`src/rtl/axi_lite_stream_bridge_pkg.sv`:
```
// Shared response codes, FSM state encodings and range helper for the AXI-Lite stream bridge.
package axi_lite_stream_bridge_pkg;

  localparam logic [1:0] RESP_OKAY   = 2'b00;
  localparam logic [1:0] RESP_SLVERR = 2'b10;

  typedef enum logic [1:0] {W_IDLE, W_ISSUE, W_RESP} wr_state_t;
  typedef enum logic [1:0] {R_IDLE, R_ISSUE, R_WAIT, R_RESP} rd_state_t;

  // Compared at full width so high address bits can never alias into range.
  function automatic logic out_of_range(input logic [63:0] idx, input int unsigned words);
    return idx >= 64'(words);
  endfunction

endpackage

```
`src/rtl/axi_lite_stream_bridge_hold_reg.sv`:
```
// One-entry capture register with full flag; holds an AXI channel beat until the FSM consumes it.
module axi_lite_hold_reg #(
  parameter int W = 8
) (
  input  logic         clk_sys,
  input  logic         rst_b,
  input  logic         load,
  input  logic         clear,
  input  logic [W-1:0] d,
  output logic [W-1:0] q,
  output logic         full
);

  always_ff @(posedge clk_sys or negedge rst_b) begin
    if (!rst_b) begin
      q    <= '0;
      full <= 1'b0;
    end else if (clear) begin
      full <= 1'b0;
    end else if (load) begin
      q    <= d;
      full <= 1'b1;
    end
  end

endmodule

```
`src/rtl/axi_lite_stream_bridge.sv`:
```
// AXI4-Lite slave front end: AW/W/B mapped to a write-command stream, AR/R to read-address/read-data streams.
//
// state   | meaning
// W_IDLE  | collecting AW and W beats in either order
// W_ISSUE | write command presented downstream, waiting for wr_ready
// W_RESP  | B response presented, waiting for bready
// R_IDLE  | accepting AR
// R_ISSUE | read index presented downstream, waiting for rd_addr_ready
// R_WAIT  | waiting for rd_data_valid
// R_RESP  | R response presented, waiting for rready
module axi_lite_stream_bridge
  import axi_lite_stream_bridge_pkg::*;
#(
  parameter int DATA_W    = 32,
  parameter int ADDR_W    = 11,
  parameter int WORD_AW   = 9,
  parameter int MEM_WORDS = 512
) (
  input  logic                  s_axi_aclk,
  input  logic                  s_axi_aresetn,
  input  logic [ADDR_W-1:0]     s_axi_awaddr,
  input  logic                  s_axi_awvalid,
  output logic                  s_axi_awready,
  input  logic [DATA_W-1:0]     s_axi_wdata,
  input  logic [DATA_W/8-1:0]   s_axi_wstrb,
  input  logic                  s_axi_wvalid,
  output logic                  s_axi_wready,
  output logic [1:0]            s_axi_bresp,
  output logic                  s_axi_bvalid,
  input  logic                  s_axi_bready,
  input  logic [ADDR_W-1:0]     s_axi_araddr,
  input  logic                  s_axi_arvalid,
  output logic                  s_axi_arready,
  output logic [DATA_W-1:0]     s_axi_rdata,
  output logic [1:0]            s_axi_rresp,
  output logic                  s_axi_rvalid,
  input  logic                  s_axi_rready,
  output logic [WORD_AW-1:0]    wr_addr,
  output logic [DATA_W-1:0]     wr_data,
  output logic [DATA_W/8-1:0]   wr_strb,
  output logic                  wr_valid,
  input  logic                  wr_ready,
  output logic [WORD_AW-1:0]    rd_addr,
  output logic                  rd_addr_valid,
  input  logic                  rd_addr_ready,
  input  logic [DATA_W-1:0]     rd_data,
  input  logic                  rd_data_valid
);

  localparam int BYTES = DATA_W / 8;
  localparam int OFF   = $clog2(BYTES);

  // Async assert, release synchronised to s_axi_aclk.
  logic [1:0] rst_pipe;
  logic       rst_n;
  always_ff @(posedge s_axi_aclk or negedge s_axi_aresetn) begin
    if (!s_axi_aresetn) rst_pipe <= 2'b00;
    else                rst_pipe <= {rst_pipe[0], 1'b1};
  end
  assign rst_n = rst_pipe[1];

  wr_state_t             wr_state;
  rd_state_t             rd_state;
  logic                  aw_full, w_full;
  logic [ADDR_W-1:0]     aw_q;
  logic [DATA_W+BYTES-1:0] w_q;
  logic                  aw_fire, w_fire, b_fire;
  logic [ADDR_W-1:0]     aw_addr_cur, aw_idx, ar_idx;
  logic [DATA_W-1:0]     w_data_cur;
  logic [BYTES-1:0]      w_strb_cur;

  assign s_axi_awready = rst_n && (wr_state == W_IDLE) && !aw_full;
  assign s_axi_wready  = rst_n && (wr_state == W_IDLE) && !w_full;
  assign s_axi_arready = rst_n && (rd_state == R_IDLE);

  assign aw_fire = s_axi_awvalid && s_axi_awready;
  assign w_fire  = s_axi_wvalid && s_axi_wready;
  assign b_fire  = s_axi_bvalid && s_axi_bready;

  axi_lite_hold_reg #(.W(ADDR_W)) u_aw_hold (
    .clk_sys (s_axi_aclk),
    .rst_b   (rst_n),
    .load    (aw_fire),
    .clear   (b_fire),
    .d       (s_axi_awaddr),
    .q       (aw_q),
    .full    (aw_full)
  );

  axi_lite_hold_reg #(.W(DATA_W + BYTES)) u_w_hold (
    .clk_sys (s_axi_aclk),
    .rst_b   (rst_n),
    .load    (w_fire),
    .clear   (b_fire),
    .d       ({s_axi_wdata, s_axi_wstrb}),
    .q       (w_q),
    .full    (w_full)
  );

  // Bypass the hold registers so a beat arriving this cycle can complete the pair immediately.
  assign aw_addr_cur              = aw_full ? aw_q : s_axi_awaddr;
  assign {w_data_cur, w_strb_cur} = w_full ? w_q : {s_axi_wdata, s_axi_wstrb};
  assign aw_idx                   = aw_addr_cur >> OFF;
  assign ar_idx                   = s_axi_araddr >> OFF;

  always_ff @(posedge s_axi_aclk or negedge rst_n) begin
    if (!rst_n) begin
      wr_state     <= W_IDLE;
      wr_valid     <= 1'b0;
      wr_addr      <= '0;
      wr_data      <= '0;
      wr_strb      <= '0;
      s_axi_bvalid <= 1'b0;
      s_axi_bresp  <= RESP_OKAY;
    end else begin
      unique case (wr_state)
        W_IDLE: begin
          if ((aw_full || aw_fire) && (w_full || w_fire)) begin
            if (out_of_range(64'(aw_idx), MEM_WORDS)) begin
              s_axi_bresp  <= RESP_SLVERR;
              s_axi_bvalid <= 1'b1;
              wr_state     <= W_RESP;
            end else if (w_strb_cur == '0) begin
              s_axi_bresp  <= RESP_OKAY;
              s_axi_bvalid <= 1'b1;
              wr_state     <= W_RESP;
            end else begin
              wr_addr  <= WORD_AW'(aw_idx);
              wr_data  <= w_data_cur;
              wr_strb  <= w_strb_cur;
              wr_valid <= 1'b1;
              wr_state <= W_ISSUE;
            end
          end
        end
        W_ISSUE: begin
          if (wr_ready) begin
            wr_valid     <= 1'b0;
            s_axi_bresp  <= RESP_OKAY;
            s_axi_bvalid <= 1'b1;
            wr_state     <= W_RESP;
          end
        end
        W_RESP: begin
          if (s_axi_bready) begin
            s_axi_bvalid <= 1'b0;
            wr_state     <= W_IDLE;
          end
        end
        default: wr_state <= W_IDLE;
      endcase
    end
  end

  always_ff @(posedge s_axi_aclk or negedge rst_n) begin
    if (!rst_n) begin
      rd_state      <= R_IDLE;
      rd_addr       <= '0;
      rd_addr_valid <= 1'b0;
      s_axi_rdata   <= '0;
      s_axi_rresp   <= RESP_OKAY;
      s_axi_rvalid  <= 1'b0;
    end else begin
      unique case (rd_state)
        R_IDLE: begin
          if (s_axi_arvalid) begin
            if (out_of_range(64'(ar_idx), MEM_WORDS)) begin
              s_axi_rdata  <= '0;
              s_axi_rresp  <= RESP_SLVERR;
              s_axi_rvalid <= 1'b1;
              rd_state     <= R_RESP;
            end else begin
              rd_addr       <= WORD_AW'(ar_idx);
              rd_addr_valid <= 1'b1;
              rd_state      <= R_ISSUE;
            end
          end
        end
        R_ISSUE: begin
          if (rd_addr_ready) begin
            rd_addr_valid <= 1'b0;
            rd_state      <= R_WAIT;
          end
        end
        R_WAIT: begin
          if (rd_data_valid) begin
            s_axi_rdata  <= rd_data;
            s_axi_rresp  <= RESP_OKAY;
            s_axi_rvalid <= 1'b1;
            rd_state     <= R_RESP;
          end
        end
        R_RESP: begin
          if (s_axi_rready) begin
            s_axi_rvalid <= 1'b0;
            rd_state     <= R_IDLE;
          end
        end
        default: rd_state <= R_IDLE;
      endcase
    end
  end

endmodule
```
`config.mk`:
```
export PLATFORM = sky130hd
export DESIGN_NAME = axi_lite_stream_bridge
export DESIGN_NICKNAME = d
export VERILOG_FILES = /design/src/rtl/axi_lite_stream_bridge_pkg.sv /design/src/rtl/axi_lite_stream_bridge_hold_reg.sv /design/src/rtl/axi_lite_stream_bridge.sv
export SDC_FILE = /design/constraint.sdc
export NUM_CORES = 1
export LEC_CHECK = 0
export CAP_MARGIN = 5
export CORE_UTILIZATION = 48
export CTS_BUF_LIST = sky130_fd_sc_hd__clkbuf_4 sky130_fd_sc_hd__clkbuf_8
export DETAILED_ROUTE_END_ITERATION = 8
export GPL_ROUTABILITY_DRIVEN = 1
export PLACE_DENSITY_LB_ADDON = 0.1
export SLEW_MARGIN = 20
export SYNTH_ARGS = -nofsm -noshare
export SYNTH_HDL_FRONTEND = slang
export SYNTH_SLANG_ARGS = --single-unit
export TNS_END_PERCENT = 1
```
`constraint.sdc`:
```
create_clock -name s_axi_aclk -period 6 [get_ports s_axi_aclk]
set_clock_uncertainty 0.05 [all_clocks]
set_input_delay 1.2 -clock s_axi_aclk [delete_from_list [all_inputs] [get_ports s_axi_aclk]]
set_output_delay 1.2 -clock s_axi_aclk [all_outputs]
set_load 0.02 [all_outputs]
```
==> flow_metrics.tcl <==
set metrics [dict create \
    die_height_um 115 \
    final_area_sq_um 8560 \
    cts.clk_slew.worst_paths_ns 0.07 \
    num_io_pins 197 \
    setup.worst_path.start_class "register" \
    crit_type "register to primary output" \
    final_max_slew_viol_count 0 \
    fin_nets 765 \
    holdWs_ns 0.313 \
    dr_total_vias 4229 \
    post-layout-total-power_mw 4.32 \
    run_status "finished clean" \
    avgRoutedWirePerCell_um 15.6 \
    h-tree-depth 4 \
    worstPathBufferInverterCount 2 \
    path_delay_family "buffers and inverters" \
    synth_area_sq_um 6180 \
    min-delay-start "rst_pipe[0]$_DFF_PN0_" \
    netlist_top_cells_area "sky130_fd_sc_hd__dfrtp_1, sky130_fd_sc_hd__mux2_2, sky130_fd_sc_hd__mux2_1, sky130_fd_sc_hd__nand2_1, sky130_fd_sc_hd__o21ai_0" \
    finalWeightedCongestion 0.751 \
    drt_pass1_iterations 4 \
    cp.arrival_ns 2.42 \
    die_area_sq_um 13300 \
    crit_chain "buf_4 -> and2_1 -> clkdlybuf4s50_1" \
    tritoncts_clock_tree "yes" \
    critical-path-slowest-cell "sky130_fd_sc_hd__buf_4" \
    timing_worst_slew_pin_value_ns 1.04 \
    detail_route.wirelength_um 13200 \
    clock_tree.buffer_depth 2 \
    timing.final.crit_share_pct 61.1 \
    grt-ovfl-total 0 \
    maxCapViolations 0 \
    cp_slowest_stage_delay_ns 0.71 \
    ys.warnings.count 0 \
    reg2reg_from "rst_pipe[1]$_DFF_PN0_" \
    power_density_nw_per_um2 505 \
    pre_cts_slack_ns 2.57 \
    final_hold_viol_count 0 \
    globalRouteMet3Util_pct 7.85 \
    cts_buf_count 17 \
    synth-seq-cells 144 \
    setup_violations 0 \
    cp_data_required_time_ns 4.75 \
    proportion_of_synthesized_flip_flops_having_asynchronous_set_or_reset_pct 100 \
    p_leak_nw 3.62 \
    vdd_drop_max_mv 0.266 \
    clock-root-buffer "sky130_fd_sc_hd__clkbuf_8" \
    synth_cells 472 \
    dp_hpwl_um 9070 \
    slew_headroom_pct 30.5 \
    fin_setup_tns_ns 0 \
    number_of_enable_type_register_cells_in_the_synthesized_netlist 0 \
    remaining_drc_errors 0 \
    synth.top_cell.area_share_pct 58.3 \
    cts.sink_count 144 \
    timing.final.crit_period_ns 3.67 \
    initialDrtViolationCount 163 \
    postCtsResizedCells 0 \
    antenna_found_initial 0 \
    yosysMostFrequentCell "sky130_fd_sc_hd__dfrtp_1" \
    portion_of_the_post_synthesis_area_used_by_sequential_elements_pct 58.3 \
    via_per_inst 5.00 \
    unrepaired_setup_endpoints_after_global_routing "no" \
    hold_path_class "register to register" \
    grt_max_degree 79 \
    share_of_cells_above_drive_strength_1_pct 24.1 \
    initial_utilization_pct 49.2 \
    rows 41 \
    dpl-instance-area_sq_um 8180 \
    die-width_um 115 \
    antenna_left 0 \
    grt_pass1_wl_um 21500 \
    clock_latency_ns 0.43 \
    ctsHoldBuffers 0 \
    area_growth_from_synthesis_to_layout_pct 38.5 \
    grt-busiest-layer "met2" \
    dominantRegCellSynth "sky130_fd_sc_hd__dfrtp_1" \
    worst-path-max-fanout 78 \
    number_of_global_route_vias_before_repair 4479 \
    yosysUniqueCellTypes 34 \
    numPortBuffers 189 \
    max_clock_freq_ghz 0.273 \
    synth_area_leader_cell "sky130_fd_sc_hd__dfrtp_1" \
    crit_path_end_kind "primary output" \
    crit_start "rst_pipe[1]$_DFF_PN0_" \
    grt_use_total_pct 21.1 \
    fin_ws_ns 2.33 \
    netlist_top_cells_count "sky130_fd_sc_hd__dfrtp_1, sky130_fd_sc_hd__mux2_2, sky130_fd_sc_hd__nand2_1" \
    core_area_sq_um 12600 \
    post_cts.repair.setup_buffers 0 \
    met1_usage_pct 24.5 \
    grt.met2_usage_pct 35.9 \
    synth.avg_cell_area_sq_um 13.1 \
    antennaDiodeCount 0 \
]
sequential cells by signal, summed over array words and instances, names as in the netlist, 4 cells and up:
signal	cells
rd_addr	9
s_axi_rdata	32
u_aw_hold.q	9
u_w_hold.q	36
wr_addr	9
wr_data	32
wr_strb	4
worst register-to-register path, delay by kind of cell (launching register included):
family,cells,cell delay [ns]
compound gates,1,0.33
buf+inv,2,1.21
flops,1,0.40
mux,1,0.41
simple gates,1,0.33
report_power, final:
part / leakage, nW / internal [mW] / switching (mW)
registers: 1.76 / 1.40 / 0.282
logic: 1.65 / 1.04 / 0.885
clock network: 0.206 / 0.374 / 0.334
per-stage QoR:
stage	cells	utilization, %
3_5_place_dp	813	65.1
2_1_floorplan	474	-
6_report	845	68.1
4_1_cts	845	68.1
5_1_grt	845	68.1
3_3_place_gp	813	65.1
final timing paths:
kind                       cells after the start  slack [ns]                 endpoint
min in group asynchronous                      1        0.50  wr_state[1]$_DFFE_PN0P_
hold reg to reg                                0        0.31    rst_pipe[1]$_DFF_PN0_
max in group asynchronous                      2        3.98   wr_addr[8]$_DFFE_PN0P_
setup / recovery                               3        2.33            s_axi_arready
setup reg to reg                               5        3.16  wr_data[10]$_DFFE_PN0P_
hold / removal                                 0        0.31    rst_pipe[1]$_DFF_PN0_
logic make-up after synthesis:
| kind of cell | synth area share (%) |
|---|---|
| multiplexers | 26.8 |
| flip-flops | 58.3 |
| AND/OR/NAND/NOR | 6.54 |
| AO/OA/AOI/OAI | 4.21 |
| buffers and inverters | 3.02 |
| adder cells (fa/ha/maj) | 1.01 |
| other | 0.122 |
layout make-up:
| type | count | area (sq um) |
|---|---|---|
| inverters | 5 | 18.8 |
| clock buffers | 27 | 353 |
| multi-input cells | 298 | 2410 |
| flip-flops and latches | 144 | 3610 |
| fillers | 1007 | 4010 |
| clock inverters | 5 | 25.0 |
| repair buffers | 194 | 1930 |
| well taps | 172 | 215 |
per-layer routing:
metal / up-vias / share of wire, %
met5: - / 0
met4: 0 / 1.6
met3: 19 / 7.9
met2: 125 / 50
met1: 2083 / 41
li1: 2002 / -
cells in the final DEF (no fill, tap or decap), drive strengths merged:
cell and instances:
nor3 1, or4 1, dfrtp 144, inv 5, a31oi 1, a21oi 5
mux2i 1, clkdlybuf4s50 189, or3b 1, nand3 4, clkbuf 27, o211ai 1
nand2 70, buf 5, or2 2, nor3b 2, and2 2, nor4 1
conb 4, clkinv 5, a221oi 1, o21ai 36, or4b 1, o22ai 1
nor2 7, mux2 146, ha 5, nand2b 2, a31o 2, o22a 1
(Power assumes the default switching activity.)
